===== src/rtl/edge_detect_pkg.sv =====
// Shared definitions for the multi-channel edge detector.
//   mode_e      : per-channel edge selection (off / rising / falling / both)
//   DEF_*       : default parameter values used by edge_detect_multi
package edge_detect_pkg;

  typedef enum logic [1:0] {
    MODE_OFF  = 2'b00,
    MODE_RISE = 2'b01,
    MODE_FALL = 2'b10,
    MODE_BOTH = 2'b11
  } mode_e;

  localparam int DEF_N_CH            = 4;
  localparam int DEF_SYNC_STAGES     = 2;
  localparam int DEF_DEBOUNCE_CYCLES = 3;
  localparam int DEF_CNT_W           = 8;

endpackage


===== src/rtl/edge_detect_ch.sv =====
// One edge-detector channel: synchroniser chain, debounce filter and
// registered, mode-gated edge pulses.
//   clk, reset_n : clock, synchronous active-low reset
//   i_a          : asynchronous level input
//   i_mode       : edge selection (mode_e encoding)
//   o_rise       : one-cycle pulse on an accepted, enabled 0->1 change
//   o_fall       : one-cycle pulse on an accepted, enabled 1->0 change
module edge_detect_ch
  import edge_detect_pkg::*;
#(
  parameter int SYNC_STAGES     = DEF_SYNC_STAGES,
  parameter int DEBOUNCE_CYCLES = DEF_DEBOUNCE_CYCLES
) (
  input  logic       clk,
  input  logic       reset_n,
  input  logic       i_a,
  input  logic [1:0] i_mode,
  output logic       o_rise,
  output logic       o_fall
);

  localparam int BLANK = SYNC_STAGES + DEBOUNCE_CYCLES;

  logic [SYNC_STAGES-1:0] r_sync;
  logic                   r_filt;
  logic [7:0]             r_cnt;
  logic [8:0]             r_blank;
  logic                   r_rise;
  logic                   r_fall;

  mode_e w_mode;
  logic  w_sync;
  logic  w_blanking;
  logic  w_toggle;
  logic  w_en_rise;
  logic  w_en_fall;

  assign w_mode     = mode_e'(i_mode);
  assign w_en_rise  = (w_mode == MODE_RISE) || (w_mode == MODE_BOTH);
  assign w_en_fall  = (w_mode == MODE_FALL) || (w_mode == MODE_BOTH);
  assign w_sync     = r_sync[SYNC_STAGES-1];
  // After reset the filter follows the synchroniser until the chain and the
  // debounce window have flushed, so a level held through reset is no edge.
  assign w_blanking = (r_blank < 9'(BLANK));
  assign w_toggle   = (w_sync != r_filt) && (r_cnt == 8'(DEBOUNCE_CYCLES - 1));

  always_ff @(posedge clk) begin
    if (!reset_n) begin
      r_sync  <= '0;
      r_filt  <= 1'b0;
      r_cnt   <= '0;
      r_blank <= '0;
      r_rise  <= 1'b0;
      r_fall  <= 1'b0;
    end else begin
      r_sync <= {r_sync[SYNC_STAGES-2:0], i_a};
      if (w_blanking) begin
        r_blank <= r_blank + 9'd1;
        r_filt  <= w_sync;
        r_cnt   <= '0;
        r_rise  <= 1'b0;
        r_fall  <= 1'b0;
      end else begin
        // Pulse is registered on the same edge that flips the filtered level.
        r_rise <= w_toggle & ~r_filt & w_en_rise;
        r_fall <= w_toggle &  r_filt & w_en_fall;
        if (w_sync == r_filt) begin
          r_cnt <= '0;
        end else if (w_toggle) begin
          r_filt <= ~r_filt;
          r_cnt  <= '0;
        end else begin
          r_cnt <= r_cnt + 8'd1;
        end
      end
    end
  end

  assign o_rise = r_rise;
  assign o_fall = r_fall;

endmodule


===== src/rtl/edge_detect_multi.sv =====
// Multi-channel debounced edge detector with sticky status, interrupt and a
// saturating event counter.
//   clk, reset_n   : clock, synchronous active-low reset
//   a_i            : asynchronous level inputs, one per channel
//   mode_i         : 2 bits per channel (00 off, 01 rise, 10 fall, 11 both)
//   clear_i        : write-1-to-clear for status_o
//   cnt_clr_i      : synchronous clear of event_cnt_o
//   rising_edge_o  : per-channel rising-edge pulses
//   falling_edge_o : per-channel falling-edge pulses
//   status_o       : sticky per-channel event flags
//   irq_o          : OR of status_o, registered alongside it
//   event_cnt_o    : saturating count of all enabled pulses
module edge_detect_multi
  import edge_detect_pkg::*;
#(
  parameter int N_CH            = DEF_N_CH,
  parameter int SYNC_STAGES     = DEF_SYNC_STAGES,
  parameter int DEBOUNCE_CYCLES = DEF_DEBOUNCE_CYCLES,
  parameter int CNT_W           = DEF_CNT_W
) (
  input  logic              clk,
  input  logic              reset_n,
  input  logic [N_CH-1:0]   a_i,
  input  logic [2*N_CH-1:0] mode_i,
  input  logic [N_CH-1:0]   clear_i,
  input  logic              cnt_clr_i,
  output logic [N_CH-1:0]   rising_edge_o,
  output logic [N_CH-1:0]   falling_edge_o,
  output logic [N_CH-1:0]   status_o,
  output logic              irq_o,
  output logic [CNT_W-1:0]  event_cnt_o
);

  logic [N_CH-1:0]  r_status;
  logic             r_irq;
  logic [CNT_W-1:0] r_cnt;

  logic [N_CH-1:0]  w_pulse;
  logic [N_CH-1:0]  w_status_nxt;
  logic [6:0]       w_num;
  logic [CNT_W-1:0] w_cnt_nxt;

  function automatic logic [CNT_W-1:0] sat_add(input logic [CNT_W-1:0] a,
                                               input logic [6:0]       b);
    logic [CNT_W+6:0] s;
    s = {7'd0, a} + {{CNT_W{1'b0}}, b};
    if (s > {7'd0, {CNT_W{1'b1}}}) return {CNT_W{1'b1}};
    return s[CNT_W-1:0];
  endfunction

  for (genvar g = 0; g < N_CH; g++) begin : g_ch
    edge_detect_ch #(
      .SYNC_STAGES    (SYNC_STAGES),
      .DEBOUNCE_CYCLES(DEBOUNCE_CYCLES)
    ) u_ch (
      .clk    (clk),
      .reset_n(reset_n),
      .i_a    (a_i[g]),
      .i_mode (mode_i[2*g +: 2]),
      .o_rise (rising_edge_o[g]),
      .o_fall (falling_edge_o[g])
    );
  end

  // Channel pulses are already mode-gated, so any pulse is an enabled event.
  assign w_pulse      = rising_edge_o | falling_edge_o;
  assign w_status_nxt = (r_status & ~clear_i) | w_pulse;

  always_comb begin
    w_num = '0;
    for (int k = 0; k < N_CH; k++) begin
      w_num = w_num + 7'(rising_edge_o[k]) + 7'(falling_edge_o[k]);
    end
  end

  assign w_cnt_nxt = cnt_clr_i ? sat_add('0, w_num) : sat_add(r_cnt, w_num);

  always_ff @(posedge clk) begin
    if (!reset_n) begin
      r_status <= '0;
      r_irq    <= 1'b0;
      r_cnt    <= '0;
    end else begin
      r_status <= w_status_nxt;
      r_irq    <= |w_status_nxt;
      r_cnt    <= w_cnt_nxt;
    end
  end

  assign status_o    = r_status;
  assign irq_o       = r_irq;
  assign event_cnt_o = r_cnt;

endmodule


===== config.mk =====
export PLATFORM = sky130hd
export DESIGN_NAME = edge_detect_multi
export DESIGN_NICKNAME = d
export VERILOG_FILES = /design/src/rtl/edge_detect_pkg.sv /design/src/rtl/edge_detect_ch.sv /design/src/rtl/edge_detect_multi.sv
export SDC_FILE = /design/constraint.sdc
export NUM_CORES = 1
export LEC_CHECK = 0
export ABC_CLOCK_PERIOD_IN_PS = 4170
export CORE_UTILIZATION = 30
export CTS_CLUSTER_SIZE = 25
export DETAILED_ROUTE_END_ITERATION = 16
export SYNTH_ARGS = -nofsm -noshare
export SYNTH_HDL_FRONTEND = slang
export SYNTH_HIERARCHICAL = 1
export SYNTH_SLANG_ARGS = --single-unit

===== constraint.sdc =====
create_clock -name clk -period 4.17 [get_ports clk]
set_clock_uncertainty 0.05 [all_clocks]
set_input_delay 1.0425 -clock clk [delete_from_list [all_inputs] [get_ports clk]]
set_output_delay 1.0425 -clock clk [all_outputs]
set_load 0.01 [all_outputs]

==> metrics.txt <==
# TYPE chip_impl_metric gauge
chip_impl_info{name="timing.critical_path.mode_cell",value="sky130_fd_sc_hd__fa_1"} 1
chip_impl_metric{name="crit_path_max_fanout",unit=""} 6
chip_impl_metric{name="worst_ep_required_time",unit="ps"} 4370
chip_impl_metric{name="timing.max_cap.violations",unit=""} 0
chip_impl_metric{name="seqPwrFrac",unit=""} 0.507
chip_impl_metric{name="detailedRoute.firstPassIterationCount",unit=""} 4
chip_impl_metric{name="final_area",unit="sq mm"} 0.005255
chip_impl_metric{name="grt_pass1_wl",unit="microns"} 13450
chip_impl_metric{name="port-buffer-count",unit=""} 39
chip_impl_metric{name="die-height",unit="microns"} 121.8
chip_impl_info{name="cell_by_cell_trace_of_the_critical_path",value="inv_1, fa_1, fa_1, fa_1, inv_1, ha_1, fa_1, inv_1, fa_2, nand3b_4, a21oi_4, a41oi_4, a221oi_2"} 1
chip_impl_metric{name="timing_hold_violations_final",unit=""} 0
chip_impl_metric{name="p_leak",unit="nW"} 2.118
chip_impl_metric{name="floorplan.rows",unit=""} 43
chip_impl_metric{name="synth_edf_count",unit=""} 0
chip_impl_metric{name="ios",unit=""} 40
chip_impl_metric{name="vdd_drop_max",unit="uV"} 167.4
chip_impl_metric{name="p_sw_frac",unit=""} 0.2066
chip_impl_metric{name="p_int",unit="mW"} 1.577
chip_impl_metric{name="p_comb_frac",unit=""} 0.050
chip_impl_metric{name="grt_antenna_before_repair",unit=""} 0
chip_impl_info{name="unrepaired_setup_endpoints_after_global_routing",value="false"} 1
chip_impl_metric{name="dieArea",unit="sq mm"} 0.01483
chip_impl_metric{name="setup_viol",unit=""} 0
chip_impl_metric{name="detail_route.wirelength",unit="microns"} 7955
chip_impl_info{name="hold_path_class",value="reg2reg"} 1
chip_impl_metric{name="timing.slew.headroom",unit=""} 0.6911
chip_impl_info{name="critical-path-slowest-cell",value="sky130_fd_sc_hd__fa_1"} 1
chip_impl_metric{name="clock_latency",unit="ps"} 340
chip_impl_info{name="synth_top_flop_cell",value="sky130_fd_sc_hd__dfxtp_1"} 1
chip_impl_metric{name="fmax",unit="MHz"} 249.7
chip_impl_metric{name="synth_cells",unit=""} 430
chip_impl_metric{name="worst_slew_pin_slew",unit="ps"} 458.5
chip_impl_metric{name="grt_use_total",unit=""} 0.1164
chip_impl_metric{name="grt_pass1_vias",unit=""} 2949
chip_impl_metric{name="worst-endpoint-arrival",unit="ps"} 4210
chip_impl_info{name="tritoncts",value="built"} 1
chip_impl_metric{name="ctsHtreeMaxLevel",unit=""} 3
chip_impl_metric{name="post-dp-hpwl",unit="microns"} 6000
chip_impl_metric{name="routabilityCongestion",unit=""} 0.7247
chip_impl_info{name="setup.worst_path.class",value="reg2reg"} 1
chip_impl_metric{name="synth_sequential_area_ratio",unit=""} 0.4698
chip_impl_info{name="run_status",value="complete, no violations"} 1
chip_impl_metric{name="dr.first_iter.drc_count",unit=""} 104
chip_impl_metric{name="dpl-instance-area",unit="sq mm"} 0.004930
chip_impl_metric{name="finish.utilization",unit=""} 0.3771
chip_impl_metric{name="drt.antenna.violating_nets",unit=""} 0
chip_impl_metric{name="count_of_vias_placed_by_the_detailed_router",unit=""} 3029
chip_impl_metric{name="yosysWarnings",unit=""} 6
chip_impl_metric{name="synth.avg_cell_area",unit="sq um"} 10.01
chip_impl_metric{name="via_per_inst",unit=""} 4.555
chip_impl_info{name="critical_path.endpoint_type",value="flop"} 1
chip_impl_metric{name="placedCellCount",unit=""} 649
chip_impl_metric{name="synth-async-reset-ratio",unit=""} 0
chip_impl_metric{name="synth-seq-cells",unit=""} 101
chip_impl_metric{name="synthDistinctLibCells",unit=""} 36
chip_impl_metric{name="timing.setup.tns",unit="ps"} 0
chip_impl_metric{name="antenna_diode_count",unit=""} 0
chip_impl_metric{name="power_per_cell_area",unit="mW/mm^2"} 378.4
chip_impl_metric{name="remaining_drc_errors",unit=""} 0
chip_impl_metric{name="n_fill_cell",unit=""} 1349
chip_impl_metric{name="cts_made_buffers",unit=""} 9
chip_impl_metric{name="p_switching",unit="mW"} 0.4109
chip_impl_metric{name="synth_nets",unit=""} 474
chip_impl_metric{name="grt-ovfl-total",unit=""} 0
chip_impl_metric{name="timing_max_transition_violations_final",unit=""} 0
chip_impl_metric{name="cts_hold_buffers",unit=""} 0
chip_impl_metric{name="grt_max_degree",unit=""} 30
chip_impl_metric{name="clk_slew_on_worst_s_h_paths",unit="ps"} 70
chip_impl_metric{name="effective_utilization_at_floorplan",unit=""} 0.3089
chip_impl_metric{name="critical_path.max_stage_delay",unit="ps"} 560
chip_impl_metric{name="fin_total_pwr",unit="mW"} 1.988
chip_impl_metric{name="cts.path.max_buffers",unit=""} 2
chip_impl_info{name="clock-root-buffer",value="sky130_fd_sc_hd__clkbuf_16"} 1
chip_impl_metric{name="layout.cells.non_filler",unit=""} 665
chip_impl_info{name="worst_setup_path_start_kind",value="flop"} 1
chip_impl_metric{name="drive_above_1_share",unit=""} 0.09485
chip_impl_metric{name="layout_worst_path_cycle_share",unit=""} 0.9603
chip_impl_metric{name="fp.dieW",unit="microns"} 121.8
chip_impl_metric{name="fin_crit",unit="ps"} 4004
chip_impl_metric{name="routedWlPerCell",unit="microns"} 11.96
chip_impl_metric{name="power.share.clock",unit=""} 0.443
chip_impl_metric{name="syn_area",unit="sq mm"} 0.004304
chip_impl_metric{name="cts_num_sinks",unit=""} 101
chip_impl_metric{name="design.final.nets",unit=""} 525
chip_impl_metric{name="flow.area_growth_from_synthesis",unit="%"} 22.09
chip_impl_metric{name="design.core.area",unit="sq mm"} 0.01393
path summary, 6_finish.rpt:
check | startpoint | end | slack, ps | depth (start not counted)
setup / recovery | g_ch[3].u_ch/o_rise | event_cnt_o[1] | 170 | 13
hold / removal | g_ch[0].u_ch/r_sync[0] | g_ch[0].u_ch/r_sync[1] | 380 | 1
setup reg to reg | g_ch[3].u_ch/o_rise | event_cnt_o[1] | 170 | 13
hold reg to reg | g_ch[0].u_ch/r_sync[0] | g_ch[0].u_ch/r_sync[1] | 380 | 1
stage by stage:
step / worst slack [ps] / hold WS [ps]
finish: 165.6 / 380.2
global route: 5.830 / 402.6
CTS: 14.25 / 380.1
detailed placement: -16.60 / 368.6
global placement: 97.15 / 364.1
floorplan: 105.7 / 361.9
repair_timing:
action | 4_1_cts | 5_1_grt
pin swaps | 1 | 8
setup buffers | 0 | 1
setup endpoints to repair | 1 | 4
resized for setup | 1 | 1
synth_stat cells, drive strengths merged, types with 5 or more instances:
cell type,count,area share
fa,5,0.023
a211oi,5,0.0087
xnor2,13,0.026
nand4,12,0.023
nor4,8,0.031
nand2,22,0.019
xor2,26,0.053
nand3,36,0.053
a21oi,13,0.019
o21ai,11,0.013
and3,13,0.019
nor3,9,0.010
inv,27,0.024
dfxtp,101,0.47
nor2,45,0.039
and2,40,0.058
ha,20,0.058
cell usage in the layout (no fill, tap or decap), drive strengths merged, types with 2 or more instances in the layout:
cell type	instances
clkinv	3
o21ai	11
xor2	26
nand3	36
nand4	12
and3	13
buf	6
and2	40
ha	20
a211oi	5
a21boi	4
nor4	8
fa	5
xnor2	13
clkdlybuf4s50	38
a41o	4
bufinv	2
nor2b	2
nor3	9
inv	27
a21oi	13
clkbuf	10
dfxtp	101
a41oi	2
nor2	45
nand2	22
final cells by class:
| cell class | count | area [sq um] | area share |
|---|---|---|---|
| inverter | 27 | 101.3 | 0.01929 |
| clock inverter | 5 | 75.07 | 0.01429 |
| multi-input combinational | 298 | 2168 | 0.4126 |
| clock buffer | 10 | 239.0 | 0.04548 |
| sequential | 101 | 2023 | 0.3850 |
| tap | 180 | 225.2 | 0.04286 |
| timing repair buffer | 44 | 422.9 | 0.08048 |
cell families after synthesis:
kind of cell             share of synthesized area
AND/OR/NAND/NOR                             0.2640
flip-flops                                  0.4698
AO/OA/AOI/OAI                              0.07849
XOR/XNOR                                   0.07936
buffers and inverters                      0.02703
adder cells (fa/ha/maj)                    0.08140
per-layer routing:
metal  part of all wire  vias to the layer above  GRT usage
met5                  0                        -          0
met1               0.47                     1420     0.1410
li1                   -                     1562          -
met3              0.037                       10    0.03090
met4              0.022                        0    0.05710
met2               0.47                       37     0.1900
power groups by stage:
stage                     Sequential, mW  Clock, mW  Combinational, mW
after floorplan                     1.03          0             0.0608
after global placement              1.03          0             0.0951
after detailed placement            1.03          0              0.101
after CTS                           1.01      0.912              0.102
after global routing                1.01      0.953              0.112
final                               1.01      0.880             0.0998
flip-flops by register name (all words and copies together), names as in the netlist:
name and flops:
g_ch.u_ch/r_blank 36, g_ch.u_ch/r_cnt 32, event_cnt_o 8, g_ch.u_ch/r_sync 8
g_ch.u_ch/o_fall 4, g_ch.u_ch/o_rise 4, g_ch.u_ch/r_filt 4, status_o 4
irq_o 1
critical path: cells and delay by family (launching register included):
family	cells	cell delay (ps)
simple gates	1	180
buf+inv	3	170
compound gates	3	620
fa+ha+maj	6	2560
flops	1	330
Note: power is estimated with default switching activity, not from simulation.
==> variant 1, RTL diff (same flow settings) <==
Remove the register `r_irq`: a continuous assignment takes its place, so the output `irq_o` follows one clock earlier.
--- a/src/rtl/edge_detect_multi.sv
+++ b/src/rtl/edge_detect_multi.sv
@@ -78,14 +78,14 @@
   always_ff @(posedge clk) begin
     if (!reset_n) begin
       r_status <= '0;
-      r_irq    <= 1'b0;
       r_cnt    <= '0;
     end else begin
       r_status <= w_status_nxt;
-      r_irq    <= |w_status_nxt;
       r_cnt    <= w_cnt_nxt;
     end
   end
+
+  assign r_irq = |w_status_nxt;
 
   assign status_o    = r_status;
   assign irq_o       = r_irq;
Formal check against the unedited RTL: not equivalent (a bounded check fails within 10 cycles, from zero or initial values and one cycle with reset_n low).
==> variant 1 against the original RTL <==
  * Die area down 0.52%
  * Area after synthesis down 0.52%
  * Synthesized cell count down 0.23%
  * Setup slack better by 44 ps
  * Final area up 0.67%
  * Total power up 3.8%
  * Sequential cell count down 1
  * Wire length up 1.6%
==> variant 1: results (changes against the original RTL) <==
Run status
  • Status: finished, final reports clean

Detailed routing
  • Drt initial violations: 131 (+26%)
  • First drt pass iteration count: 6 (+2)
  • Routed wire per std cell: 12.1 µm (+1.3%)
  • Met1 wire length: 3760 µm (+0.59%)
  • Met3 Wirelength: 425 µm (+44%)
  • Metal2 WL: 3790 µm (+1.0%)

Finish
  • Seq area share: 37.9% (-0.63 points)
  • Number of sequential cells: 100 (-0.99%)
  • Layout clock buffers: 12 (+2)
  • Design area: 5290 µm² (+0.67%)
  • Non-clk bufs: 46 (+4.5%)
  • Share of layout cells above drive strength 1: 10.1% (+0.58 points)
  • Final non-filler cell total: 667 (+0.30%)
  • ClkCell Share: 6.65% (+0.67 points)
  • Multi-input combinational area share: 41.0% (-0.23 points)
  • NonClk Buf Share: 8.28% (+0.23 points)

Placement
  • HPWL after detailed placement: 5960 µm (-0.67%)
  • GP Congestion: 0.773 (+6.7%)

Synthesis
  • Synthesized area: 4280 µm² (-0.52%)
  • Compound-Gate Fraction of Synth Area: 7.69% (-0.16 points)
  • Synth Area per Inst: 9.98 µm² (-0.29%)
  • Post-Synth Adder-Cell Area: 8.18% (+0.043 points)
  • Xor-xnor portion of the synthesized cell area: 7.98% (+0.042 points)
  • Synth cell count leaders: dfxtp_1, nor2_1, and2_1
  • Syn Nets: 473 (-0.21%)

Setup path
  • Max stage delay on crit path: 540 ps (-20 ps)
  • Worst R2R Start: g_ch[0].u_ch/o_rise$_SDFF_PP0_
  • Crit path DAT: 4170 ps (-40 ps)
  • Flop2flop setup slack: 210 ps (+40 ps)

Timing
  • Least-Margin Pin Slew: 666 ps (+207 ps)
  • Worst hold slack: 387 ps (+6.33 ps)

Pwr
  • Clk. pwr: 967 µW (+9.9%)
  • Internal power: 1.65 mW (+4.6%)
  • Worst vdd ir: 0.159 mV (-4.9%)
  • P_leak: 2.14 nW (+1.0%)
  • Switching share of power: 20.1% (-0.60 points)

Hold path
  • WHS Endpoint: g_ch[1].u_ch/r_sync[1]$_SDFF_PN0_
  • Worst hold start: g_ch[1].u_ch/r_sync[0]$_SDFF_PN0_

Clocking
  • Post-CTS setup buffer count: 2 (+2)

Global routing
  • GRT Resource Usage Total: 12.0% (+0.38 points)
  • M2 GR Usage: 19.5% (+0.46 points)
  • Met1 GRT Util: 14.6% (+0.49 points)
==> variant 1: how the worst max path moves through the flow <==
stage / start / end / slack (ps) / cells past startpoint
2_1_floorplan: g_ch[0].u_ch/o_rise$_SDFF_PP0_ / event_cnt_o[1]$_SDFF_PN0_ / 110 / 13
3_3_place_gp: g_ch[0].u_ch/o_rise$_SDFF_PP0_ / event_cnt_o[1]$_SDFF_PN0_ / 110 / 13
3_5_place_dp: g_ch[1].u_ch/o_rise$_SDFF_PP0_ / event_cnt_o[1]$_SDFF_PN0_ / 9 / 13
4_1_cts: g_ch[1].u_ch/o_rise$_SDFF_PP0_ / event_cnt_o[1]$_SDFF_PN0_ / 60 / 13
5_1_grt: g_ch[0].u_ch/o_rise$_SDFF_PP0_ / event_cnt_o[1]$_SDFF_PN0_ / 8 / 13
6_report: g_ch[0].u_ch/o_rise$_SDFF_PP0_ / event_cnt_o[1]$_SDFF_PN0_ / 210 / 13
==> variant 2, RTL diff (same settings) <==
Without the edit above. `DEF_CNT_W`: 8 -> 6.
--- a/src/rtl/edge_detect_pkg.sv
+++ b/src/rtl/edge_detect_pkg.sv
@@ -13,7 +13,7 @@
   localparam int DEF_N_CH            = 4;
   localparam int DEF_SYNC_STAGES     = 2;
   localparam int DEF_DEBOUNCE_CYCLES = 3;
-  localparam int DEF_CNT_W           = 8;
+  localparam int DEF_CNT_W           = 6;
 
 endpackage
 
Interface: changed (resized event_cnt_o); port bits go from 40 to 38. No check against the original RTL was run, so the function may have changed too.
==> variant 2 against the original RTL <==
  * Non-clock buffer count fell by 6
  * Clock power fell by 10%
  * Setup slack improved by 59 ps
  * Sequential cell count fell by 2
  * Area after synthesis fell by 2.7%
  * Wire length fell by 2.9%
  * Final area fell by 3.8%
  * Utilization fell by 0.15 points
  * Total power fell by 5.7%
  * Largest power group unchanged
  * Highest routed layer unchanged
==> variant 2: results (changes against the original RTL) <==
Setup path
  • RR Endpoint: event_cnt_o[0]$_SDFF_PN0_
  • Worst R2R Start: g_ch[0].u_ch/o_rise$_SDFF_PP0_
  • Crit path DAT: 4160 ps (-50 ps)
  • Flop2flop setup slack: 220 ps (+60 ps)

Synthesis
  • Syn Nets: 466 (-1.7%)
  • Post-synthesis sequential area ratio: 47.3% (+0.34 points)
  • Synth unique cells: 34 (-5.6%)
  • Synth cell count leaders: dfxtp_1, nor2_1, and2_1
  • Post-Synth Adder-Cell Area: 8.06% (-0.075 points)
  • Largest cells by area after synthesis: dfxtp_1, and2_1, ha_1
  • Xor-xnor portion of the synthesized cell area: 8.15% (+0.22 points)

Finish
  • Largest registers: g_ch.u_ch/r_blank x36, g_ch.u_ch/r_cnt x32, g_ch.u_ch/r_sync x8
  • #MultiIn Comb: 288 (-3.4%)
  • Inverters: 32 (+19%)
  • ClkCell Share: 5.57% (-0.41 points)
  • Non-clk bufs: 38 (-14%)
  • Layout clock buffers: 13 (+3)
  • # fillers: 1345 (-0.30%)

Placement
  • Port-buffer cells: 37 (-5.1%)
  • Placed cell areas: 4770 µm² (-3.3%)

Pwr
  • Worst vdd ir: 0.196 mV (+17%)

Hold path
  • Worst hold start: g_ch[2].u_ch/r_sync[0]$_SDFF_PN0_

Global routing
  • First-pass GRT wire length: 13200 µm (-2.1%)
  • Met1 GRT Util: 13.3% (-0.77 points)

Detailed routing
  • Via/cell ratio: 4.55 (-0.11%)
  • Met1 wire length: 3460 µm (-7.4%)
  • Drt initial violations: 171 (+64%)

Run status
  • Status: finished, final reports clean

Clocking
  • CTS Sinks: 99 (-2.0%)

Floorplanning
  • Core Region: 13500 µm² (-3.5%)
==> variant 2: cell families after synthesis <==
family	after synthesis
AND/OR/NAND/NOR	183
adder cells (fa/ha/maj)	24
AO/OA/AOI/OAI	42
buffers and inverters	36
XOR/XNOR	39
flip-flops	99
==> variant 2: timing repair <==
action	4_1_cts	5_1_grt
hold buffers	0	0
buffers inserted	0	0
gates resized for setup	0	2
endpoints found under the setup margin	0	3
==> variant 2: worst max-delay path: stages, from the launching register on <==
cell and delay [ps]:
dfxtp_1 360, inv_1 70, fa_1 550, fa_1 430, fa_1 490, inv_1 40
ha_1 180, inv_1 70, fa_2 470, fa_2 380, and2b_1 220, nor2_1 60
o21a_1 260, a221oi_2 230
==> variant 2: worst max path at each step <==
stage / from / endpoint / slack [ps]
after floorplan: g_ch[0].u_ch/o_rise$_SDFF_PP0_ / event_cnt_o[1]$_SDFF_PN0_ / 300
after global placement: g_ch[0].u_ch/o_rise$_SDFF_PP0_ / event_cnt_o[1]$_SDFF_PN0_ / 250
after detailed placement: g_ch[0].u_ch/o_rise$_SDFF_PP0_ / event_cnt_o[0]$_SDFF_PN0_ / 150
after CTS: g_ch[0].u_ch/o_rise$_SDFF_PP0_ / event_cnt_o[0]$_SDFF_PN0_ / 120
after global routing: g_ch[0].u_ch/o_rise$_SDFF_PP0_ / event_cnt_o[0]$_SDFF_PN0_ / 10
final: g_ch[0].u_ch/o_rise$_SDFF_PP0_ / event_cnt_o[0]$_SDFF_PN0_ / 220
==> variant 2: metrics by stage <==
step	instances	worst slack [ps]
final	649	224
after global routing	649	9.97
after CTS	649	118
after detailed placement	633	145
after global placement	633	254
after floorplan	423	297
